`src/rtl/pc_pkg.sv`:
```
// Shared types and helpers for the fetch-stage PC sequencer.
// Holds the FSM state, next-PC select codes and relative-add helper.
package pc_pkg;

  localparam int unsigned PC_MAX_W = 32;

  typedef enum logic {
    PC_RUN,
    PC_HALTED
  } pc_state_t;

  typedef enum logic [2:0] {
    SEL_INIT,
    SEL_HOLD,
    SEL_RET,
    SEL_CALL,
    SEL_BRANCH,
    SEL_INC
  } pc_sel_t;

  // base + sign-extended off, where off is w bits wide.
  // The result is truncated to w bits (modulo 2^w).
  function automatic logic [PC_MAX_W-1:0] rel_add(
    input logic [PC_MAX_W-1:0] base,
    input logic [PC_MAX_W-1:0] off,
    input int unsigned         w
  );
    logic [PC_MAX_W-1:0] mask;
    logic [PC_MAX_W-1:0] ext;
    logic [PC_MAX_W-1:0] sb;
    if (w >= PC_MAX_W)
      mask = '1;
    else
      mask = (PC_MAX_W'(1) << w) - PC_MAX_W'(1);
    sb = (off >> (w - 1)) & PC_MAX_W'(1);
    if (sb != '0)
      ext = off | ~mask;
    else
      ext = off & mask;
    return (base + ext) & mask;
  endfunction

endpackage

```
`src/rtl/pc_sequencer_ret_stack.sv`:
```
// Return-address LIFO; top entry always sits in mem[0].
// Ports: CLK, RST_N, clr, push, pop, din, dout, cnt, full, empty.
module ret_stack #(
  parameter  int WIDTH = 8,
  parameter  int DEPTH = 4,
  localparam int CNT_W = $clog2(DEPTH + 1)
) (
  input  logic             CLK,
  input  logic             RST_N,
  input  logic             clr,
  input  logic             push,
  input  logic             pop,
  input  logic [WIDTH-1:0] din,
  output logic [WIDTH-1:0] dout,
  output logic [CNT_W-1:0] cnt,
  output logic             full,
  output logic             empty
);

  logic [WIDTH-1:0] mem [DEPTH];
  logic             do_push;
  logic             do_pop;

  assign full    = (cnt == CNT_W'(DEPTH));
  assign empty   = (cnt == '0);
  assign do_pop  = pop & ~empty;
  // A pop frees a slot, so push+pop on a full stack replaces the top.
  assign do_push = push & (~full | do_pop);
  assign dout    = mem[0];

  // Shift-register storage: no count-indexed addressing needed.
  always_ff @(posedge CLK) begin
    if (do_push && !do_pop) begin
      mem[0] <= din;
      for (int i = 1; i < DEPTH; i++)
        mem[i] <= mem[i-1];
    end else if (do_push && do_pop) begin
      mem[0] <= din;
    end else if (do_pop) begin
      for (int i = 0; i < DEPTH - 1; i++)
        mem[i] <= mem[i+1];
    end
  end

  always_ff @(posedge CLK or negedge RST_N) begin
    if (!RST_N)
      cnt <= '0;
    else if (clr)
      cnt <= '0;
    else if (do_push && !do_pop)
      cnt <= cnt + 1'b1;
    else if (do_pop && !do_push)
      cnt <= cnt - 1'b1;
  end

endmodule

```
`src/rtl/pc_sequencer.sv`:
```
// Fetch-stage next-PC generator: increment, branch, call/ret, halt.
// Ports: CLK, RST_N, init, halt, stall, branch_en, branch_rel,
//   branch_target, call, ret -> pc_addr, halted, stack_cnt,
//   stack_ovf, stack_unf. All outputs are registered.
module pc_sequencer
  import pc_pkg::*;
#(
  parameter  int                ADDR_W      = 8,
  parameter  int                STACK_DEPTH = 4,
  parameter  logic [ADDR_W-1:0] START_ADDR  = '0,
  localparam int                CNT_W       = $clog2(STACK_DEPTH + 1)
) (
  input  logic              CLK,
  input  logic              RST_N,
  input  logic              init,
  input  logic              halt,
  input  logic              stall,
  input  logic              branch_en,
  input  logic              branch_rel,
  input  logic [ADDR_W-1:0] branch_target,
  input  logic              call,
  input  logic              ret,
  output logic [ADDR_W-1:0] pc_addr,
  output logic              halted,
  output logic [CNT_W-1:0]  stack_cnt,
  output logic              stack_ovf,
  output logic              stack_unf
);

  pc_state_t         state;
  pc_sel_t           sel;
  logic [ADDR_W-1:0] target;
  logic [ADDR_W-1:0] pc_inc;
  logic [ADDR_W-1:0] stk_top;
  logic              stk_full;
  logic              stk_empty;
  logic              stk_clr;
  logic              stk_push;
  logic              stk_pop;

  assign pc_inc = pc_addr + 1'b1;

  always_comb begin
    target = branch_target;
    if (branch_rel)
      target = ADDR_W'(rel_add(PC_MAX_W'(pc_addr),
                               PC_MAX_W'(branch_target),
                               ADDR_W));
  end

  // One action per cycle; several controls may be high together.
  always_comb begin
    sel = SEL_INC;
    if (state == PC_HALTED) begin
      sel = init ? SEL_INIT : SEL_HOLD;
    end else begin
      priority case (1'b1)
        init:      sel = SEL_INIT;
        halt:      sel = SEL_HOLD;
        stall:     sel = SEL_HOLD;
        ret:       sel = SEL_RET;
        call:      sel = SEL_CALL;
        branch_en: sel = SEL_BRANCH;
        default:   sel = SEL_INC;
      endcase
    end
  end

  assign stk_clr  = (sel == SEL_INIT);
  assign stk_push = (sel == SEL_CALL);
  assign stk_pop  = (sel == SEL_RET);

  ret_stack #(
    .WIDTH (ADDR_W),
    .DEPTH (STACK_DEPTH)
  ) u_stack (
    .CLK   (CLK),
    .RST_N (RST_N),
    .clr   (stk_clr),
    .push  (stk_push),
    .pop   (stk_pop),
    .din   (pc_inc),
    .dout  (stk_top),
    .cnt   (stack_cnt),
    .full  (stk_full),
    .empty (stk_empty)
  );

  always_ff @(posedge CLK or negedge RST_N) begin
    if (!RST_N) begin
      pc_addr   <= START_ADDR;
      state     <= PC_RUN;
      halted    <= 1'b0;
      stack_ovf <= 1'b0;
      stack_unf <= 1'b0;
    end else begin
      unique case (sel)
        SEL_INIT: begin
          pc_addr   <= START_ADDR;
          state     <= PC_RUN;
          halted    <= 1'b0;
          stack_ovf <= 1'b0;
          stack_unf <= 1'b0;
        end
        SEL_HOLD: begin
          if (state == PC_RUN && halt) begin
            state  <= PC_HALTED;
            halted <= 1'b1;
          end
        end
        SEL_RET: begin
          if (stk_empty) begin
            pc_addr   <= pc_inc;
            stack_unf <= 1'b1;
          end else begin
            pc_addr <= stk_top;
          end
        end
        SEL_CALL: begin
          pc_addr <= target;
          if (stk_full)
            stack_ovf <= 1'b1;
        end
        SEL_BRANCH: pc_addr <= target;
        SEL_INC:    pc_addr <= pc_inc;
        default:    pc_addr <= pc_addr;
      endcase
    end
  end

endmodule

```
`config.mk`:
```
export PLATFORM = sky130hd
export DESIGN_NAME = pc_sequencer
export DESIGN_NICKNAME = d
export VERILOG_FILES = /design/src/rtl/pc_pkg.sv /design/src/rtl/pc_sequencer_ret_stack.sv /design/src/rtl/pc_sequencer.sv
export SDC_FILE = /design/constraint.sdc
export NUM_CORES = 1
export LEC_CHECK = 0
export BUFFER_PORTS_ARGS = -buffer_cell sky130_fd_sc_hd__buf_2
export CAP_MARGIN = 5
export CORE_AREA = 5 5 79 81
export DETAILED_ROUTE_END_ITERATION = 10
export DIE_AREA = 0 0 84 86
export PLACE_DENSITY = 0.67
export SLEW_MARGIN = 25
export SYNTH_ARGS = -nofsm -noshare
export SYNTH_HDL_FRONTEND = slang
export SYNTH_SLANG_ARGS = --single-unit
```
`constraint.sdc`:
```
create_clock -name CLK -period 2 [get_ports CLK]
set_input_delay 0.6 -clock CLK [delete_from_list [all_inputs] [get_ports CLK]]
set_output_delay 0.6 -clock CLK [all_outputs]
set_load 0.03 [all_outputs]
```
# Word level (Yosys, flattened, before mapping)
# Memories as Yosys holds them, arrays and structs flattened.
# Cells that the tools add are included.
[word_totals]
n_memories = 1
word_cells = 86
mem_bits_rw = 32
register_bits = 14
[classes]
add_sub_neg = 4
mux = 36
reduce_logical = 17
bitwise = 14
eq_ne = 9
[memory_table]
columns = ["memory", "depth", "width", "rd", "rd_ports_with_merged_regs", "write_ports", "line_no", "text"]
rows = [
  ["u_stack.mem", 4, 8, 4, 0, 4, "pc_sequencer_ret_stack.sv:20", "logic [WIDTH-1:0] mem [DEPTH];"],
]
[ops]
columns = ["op", "count"]
rows = [
  ["8-bit two-way mux", 9],
  ["8-bit case mux with 4 select lines", 1],
  ["3-bit two-way mux", 9],
  ["8-bit bitwise AND", 2],
  ["1-bit two-way mux", 14],
  ["3-bit == test (second input constant)", 3],
  ["8-bit by 1-bit adder with 8-bit output (second input constant)", 1],
  ["8-bit adder", 1],
  ["8-bit NOT", 1],
  ["8-bit bitwise OR", 1],
  ["3-bit by 2-bit == test with 1-bit output (second input constant)", 2],
  ["3-bit zero test", 2],
  ["2-bit inequality test (second input constant)", 3],
  ["1-bit case mux with 2 select lines", 3],
  ["2-bit AND reduction", 3],
  ["2-bit nonzero test", 3],
  ["1-bit bitwise OR", 5],
  ["1-bit logical AND", 4],
  ["4-bit nonzero test", 1],
  ["3-bit by 1-bit adder with 3-bit output (second input constant)", 1],
  ["3-bit by 1-bit == test with 1-bit output (second input constant)", 1],
  ["1-bit NOT", 3],
  ["3-bit nonzero test", 1],
  ["3-bit by 1-bit subtractor with 3-bit output (second input constant)", 1],
  ["other kinds (3)", 5],
]

# Longest topological paths before layout
[depth]
depth_word = 17
mapped_depth = 10

# Modules after synthesis
# From an unflattened synthesis, not the netlist that was laid out.
[unflattened]
hier_cells = 220
hier_area_um2 = 2738.9
[modules_own_cells]
columns = ["module", "cells_per_inst", "seq_area_each_um2", "area_each_um2", "instances"]
rows = [
  ["ret_stack", 98, 1036.0, 1665.3, 1],
  ["pc_sequencer", 122, 275.3, 1073.5, 1],
]

# Worst setup path after synthesis
# OpenSTA, ideal clock, no wires.
[synth_path]
path_kind = "input to register"
start = "in init"
end = "reg u_stack.cnt[2]"
stages = 10
t_arrival_ns = 2.228
setup_time_ns = 0.135
required_time_ns = 1.865
setup_slack_ns = -0.364
path_cell_list = "buf_6 -> or4_4 -> buf_6 -> nor2_8 -> nand3_2 -> fa_1 -> nor2_1 -> a211oi_1 -> nand2_1 -> o21ai_1"
[synth_via]
elab_chain_len = 9
word_cells_on_any_way = 16
classes_between = "eq/ne (2); mux (5); bitwise (3); reduce/logical (6)"
[synth_rtl]
columns = ["element", "line_no", "text"]
rows = [
  ["start: declaration", "pc_sequencer.sv:15", "input logic init,"],
  ["3-bit two-way mux / 1-bit two-way mux (equally long branches)", "pc_sequencer.sv:57, pc_sequencer.sv:55", ""],
  ["3-bit two-way mux (*)", "pc_sequencer.sv:54", "if (state == PC_HALTED) begin"],
  ["3-bit by 2-bit == test with 1-bit output", "pc_sequencer.sv:71", "assign stk_pop = (sel == SEL_RET);"],
  ["1-bit bitwise AND", "pc_sequencer_ret_stack.sv:26", "assign do_pop = pop & ~empty;"],
  ["1-bit bitwise OR", "pc_sequencer_ret_stack.sv:28", "assign do_push = push & (~full | do_pop);"],
  ["1-bit bitwise AND", "pc_sequencer_ret_stack.sv:28", ""],
  ["1-bit logical AND / 1-bit zero test (equally long branches)", "pc_sequencer_ret_stack.sv:50, pc_sequencer_ret_stack.sv:52", ""],
  ["3-bit two-way mux / 1-bit logical AND (equally long branches)", "pc_sequencer_ret_stack.sv:50, pc_sequencer_ret_stack.sv:52", ""],
  ["3-bit two-way mux / 3-bit nonzero test (equally long branches)", "--", ""],
  ["end signal: assignment", "pc_sequencer_ret_stack.sv:51", "cnt <= cnt + 1'b1;"],
  ["end signal: assignment", "pc_sequencer_ret_stack.sv:53", "cnt <= cnt - 1'b1;"],
  ["end: declaration", "pc_sequencer_ret_stack.sv:15", "output logic [CNT_W-1:0] cnt,"],
]
# Mark *: on every way between the ends. The rest lies on a longest branch, timed or not.
# A chain may end at the register's enable or synchronous reset.

# Final worst setup path
[layout_path]
start = "in stall"
end = "reg u_stack.cnt[2]"
[layout_via]
elab_chain_len = 11
word_cells_on_any_way = 17
classes_between = "eq/ne (2); mux (6); bitwise (3); reduce/logical (6)"
[layout_rtl]
columns = ["element", "line_no", "text"]
rows = [
  ["start: declaration", "pc_sequencer.sv:17", "input logic stall,"],
  ["3-bit two-way mux (*) (3 in a row)", "pc_sequencer.sv:57", "priority case (1'b1)"],
  ["3-bit two-way mux (*)", "pc_sequencer.sv:54", ""],
  ["3-bit by 2-bit == test with 1-bit output", "pc_sequencer.sv:71", ""],
  ["1-bit bitwise AND", "pc_sequencer_ret_stack.sv:26", ""],
  ["1-bit bitwise OR", "pc_sequencer_ret_stack.sv:28", ""],
  ["1-bit bitwise AND", "pc_sequencer_ret_stack.sv:28", ""],
  ["1-bit logical AND / 1-bit zero test (equally long branches)", "pc_sequencer_ret_stack.sv:50, pc_sequencer_ret_stack.sv:52", ""],
  ["3-bit two-way mux / 1-bit logical AND (equally long branches)", "pc_sequencer_ret_stack.sv:50, pc_sequencer_ret_stack.sv:52", ""],
  ["3-bit two-way mux / 3-bit nonzero test (equally long branches)", "--", ""],
]
# Marks and branches as above.

==> results.md <==
- RSZ-0062 raised after global routing: yes
- DRC violations left: 0
- Max cap viols: 0
- Final worst slack: 0.02658 ns
- TritonRoute pass-1 iters: 4
- Tightest Pin Transition: 0.5052 ns
- GRT Total Usage: 15.92%
- Yosys warnings: 0
- WS Path Type: input port to flip-flop
- Relative max-transition margin: 66.19%
- Fillers: 481
- Layout Nets: 342
- Max Transition Viols Final: 0
- Initial DRC count: 100
- WL per Instance: 13.85 um
- PortBufs: 30
- TritonCTS Sinks: 46
- Placed cell area: 0.002970 mm^2
- FMAX: 506.7 MHz
- CP required: 2.23 ns
- Vias in the first global route: 1931
- Final Hold Fails: 0
- CTS tree: done
- CORE AREA: 0.005405 mm^2
- Final Cell Area: 0.003167 mm^2
- CTS Buf Count: 5
- Pleak: 1.371 nW
- Syn nets: 283
- Clock transition at the registers of the reported paths: 0.09 ns
- Critical R2R Capture: pc_addr[6]
- ANT nets after route: 0
- #FFs+latches synth: 46
- Worst slack, placed: -0.3193 ns
- Ports: 31
- Post-Synth Simple-Gate Area: 21.44%
- Number of synthesized flops with an enable pin: 32
- Worst Skew: 0.005382 ns
- Placer Congestion: 0.7987
- First-pass GRT wire length: 9.273 mm
- Asr flop ratio synth: 30.43%
- Final period utilization: 98.67%
- Area share of fa/ha/maj cells after synthesis: 5.506%
- Worst skew pair latency: 0.30 ns
- Yosys cell types: 47
- Die width: 84 um
- FF/Latch Area: 0.001314 mm^2
- Hold crit path type: input port to asynchronous set/reset pin
- Synthesized area: 0.002545 mm^2
- Synth cell count leaders: nand2_1, edfxtp_1, nor2_1
- Initial Utilization: 47.08%
- Vias: 1968
- Reg2Reg Launch Point: pc_addr[1]
- XOR/XNOR share of the synthesized area: 3.786%
- Initial antenna violation count: 0
- Worst reg2reg setup slack: 0.08 ns
- CP endpoint kind: flip-flop
- # setup viols final: 0
- Worst reg2reg path depth: 9
- Multiplexer share of the synthesized area: 2.360%
- Most frequent cell after synthesis: nand2_1
- WL final: 5.374 mm
- Die height: 86 um
- Clock Tree Root: clkbuf_8
- Multi-input gate area: 0.001204 mm^2
- Synth Instances: 256
- Compound-Gate Fraction of Synth Area: 11.70%
- Clock Tree Buf Depth: 2
- Crit Path Max Fanout: 3
- Crit path from: stall
- Number of vias per cell: 5.072
- Largest family of logic cells by synthesized area: simple AND/OR/NAND/NOR gates
- Grt total ovfl: 0
- Fraction of layout cells with a size suffix above 1: 27.53%
- Pwr Density: 690.9 mW/mm^2
- DIE AREA: 0.007224 mm^2
- TNS Setup: 0 ns
- Arr. time, crit path: 2.21 ns
- Area delta synth->final: 24.43%
- Power Total: 0.002188 W
- Post-synth top area share: 37.76%
- # diodes: 0
- Most used DFF post-synth: edfxtp_1
- Dpl hpwl: 4.070 mm
- Maximum VDD drop: 366.6 uV
- Min cycle time layout: 1.973 ns
- Synth area leaders: edfxtp_1, dfrtp_1, nand2_1, ha_1, nor2_1
- Yosys top cell by area: edfxtp_1
- Mean Syn Cell Area: 9.941 um^2
- Max H-tree Level: 2
- Proportion of synthesized chip area in sequential cells: 51.52%
- CP startpoint kind: input port
- Row Count: 27
- Outcome: finished, final reports clean
- Pin count of the biggest net entering global routing: 24
-- sequential cells by signal (all words and copies together), names as in the netlist --
signal       flops
u_stack.mem     32
stack_unf        1
stack_ovf        1
u_stack.cnt      3
state            1
pc_addr          8
-- area by class of cell --
type,count,area share (%)
Sequential cell,46,41.49
Multi-Input combinational cell,194,38.01
Timing Repair Buffer,60,13.16
Tap cell,72,2.845
Clock buffer,5,2.173
Clock inverter,3,1.383
Inverter,8,0.9482
-- critical path, cell delays in order --
cell,delay (ns)
buf_6,0.09
or4_4,0.57
nor2_8,0.11
nand3_4,0.08
fa_2,0.41
a211oi_2,0.19
nand2_1,0.07
o21ai_1,0.07
-- cells in the final DEF (no fill, tap or decap), drive strengths merged, types with 2 or more instances in the layout --
cell	instances
buf	60
fa	2
clkbuf	5
nor2b	2
edfxtp	32
nand2	68
nor3	10
a21o	2
o21ai	10
mux2i	6
nand3	7
inv	9
xor2	5
a22oi	3
nor2	28
dfrtp	14
a21oi	10
xnor2	6
o211ai	6
ha	8
nand2b	3
o22ai	2
-- through the flow --
step | util [%] | instances | hold slack, ns
floorplan | - | 256 | 0.3044
global placement | 54.95 | 377 | 0.4461
detailed placement | 54.95 | 377 | 0.4475
CTS | 57.38 | 387 | 0.1883
global route | 58.59 | 388 | 0.1965
finish | 58.59 | 388 | 0.1828
-- power breakdown --
group	internal, W	switching [W]
sequential	0.00105	0.0000241
clock	0.000375	0.000337
combinational	0.000175	0.000225
total	0.00160	0.000586
-- timing repair --
item                                    4_1_cts  5_1_grt
buffers inserted                              2        1
pin swaps                                     4        7
endpoints found under the setup margin        1        4
hold buffers                                  0        0
gates resized for setup                       1       10
-- how the worst max path moves through the flow --
stage	endpoint	slack [ns]	cells past startpoint
6_report	u_stack.cnt[2]	0.03	8
5_1_grt	u_stack.cnt[2]	-0.04	8
4_1_cts	pc_addr[7]	0.0002	7
3_5_place_dp	pc_addr[7]	-0.32	8
3_3_place_gp	u_stack.cnt[2]	-0.26	8
2_1_floorplan	u_stack.cnt[2]	-0.27	10
-- kinds of logic (layout without fill, tap and decap cells) --
| family | count (synthesis) | in the layout |
|---|---|---|
| AO/OA/AOI/OAI | 44 | 44 |
| XOR/XNOR | 11 | 11 |
| adder cells (fa/ha/maj) | 10 | 10 |
| buffers and inverters | 16 | 76 |
| flip-flops | 46 | 46 |
| multiplexers | 6 | 6 |
| AND/OR/NAND/NOR | 123 | 123 |
-- routing by layer --
metal / routed length, um / global-route usage, % / share of wire, % / vias up
li1: - / - / - / 1020
met4: 101 / 6.725 / 1.9 / 0
met1: 2719 / 22.59 / 51 / 907
met5: 0 / 0 / 0 / -
met3: 138 / 2.113 / 2.6 / 9
met2: 2415 / 24.58 / 45 / 32
Power figures use the tool's default switching activity.
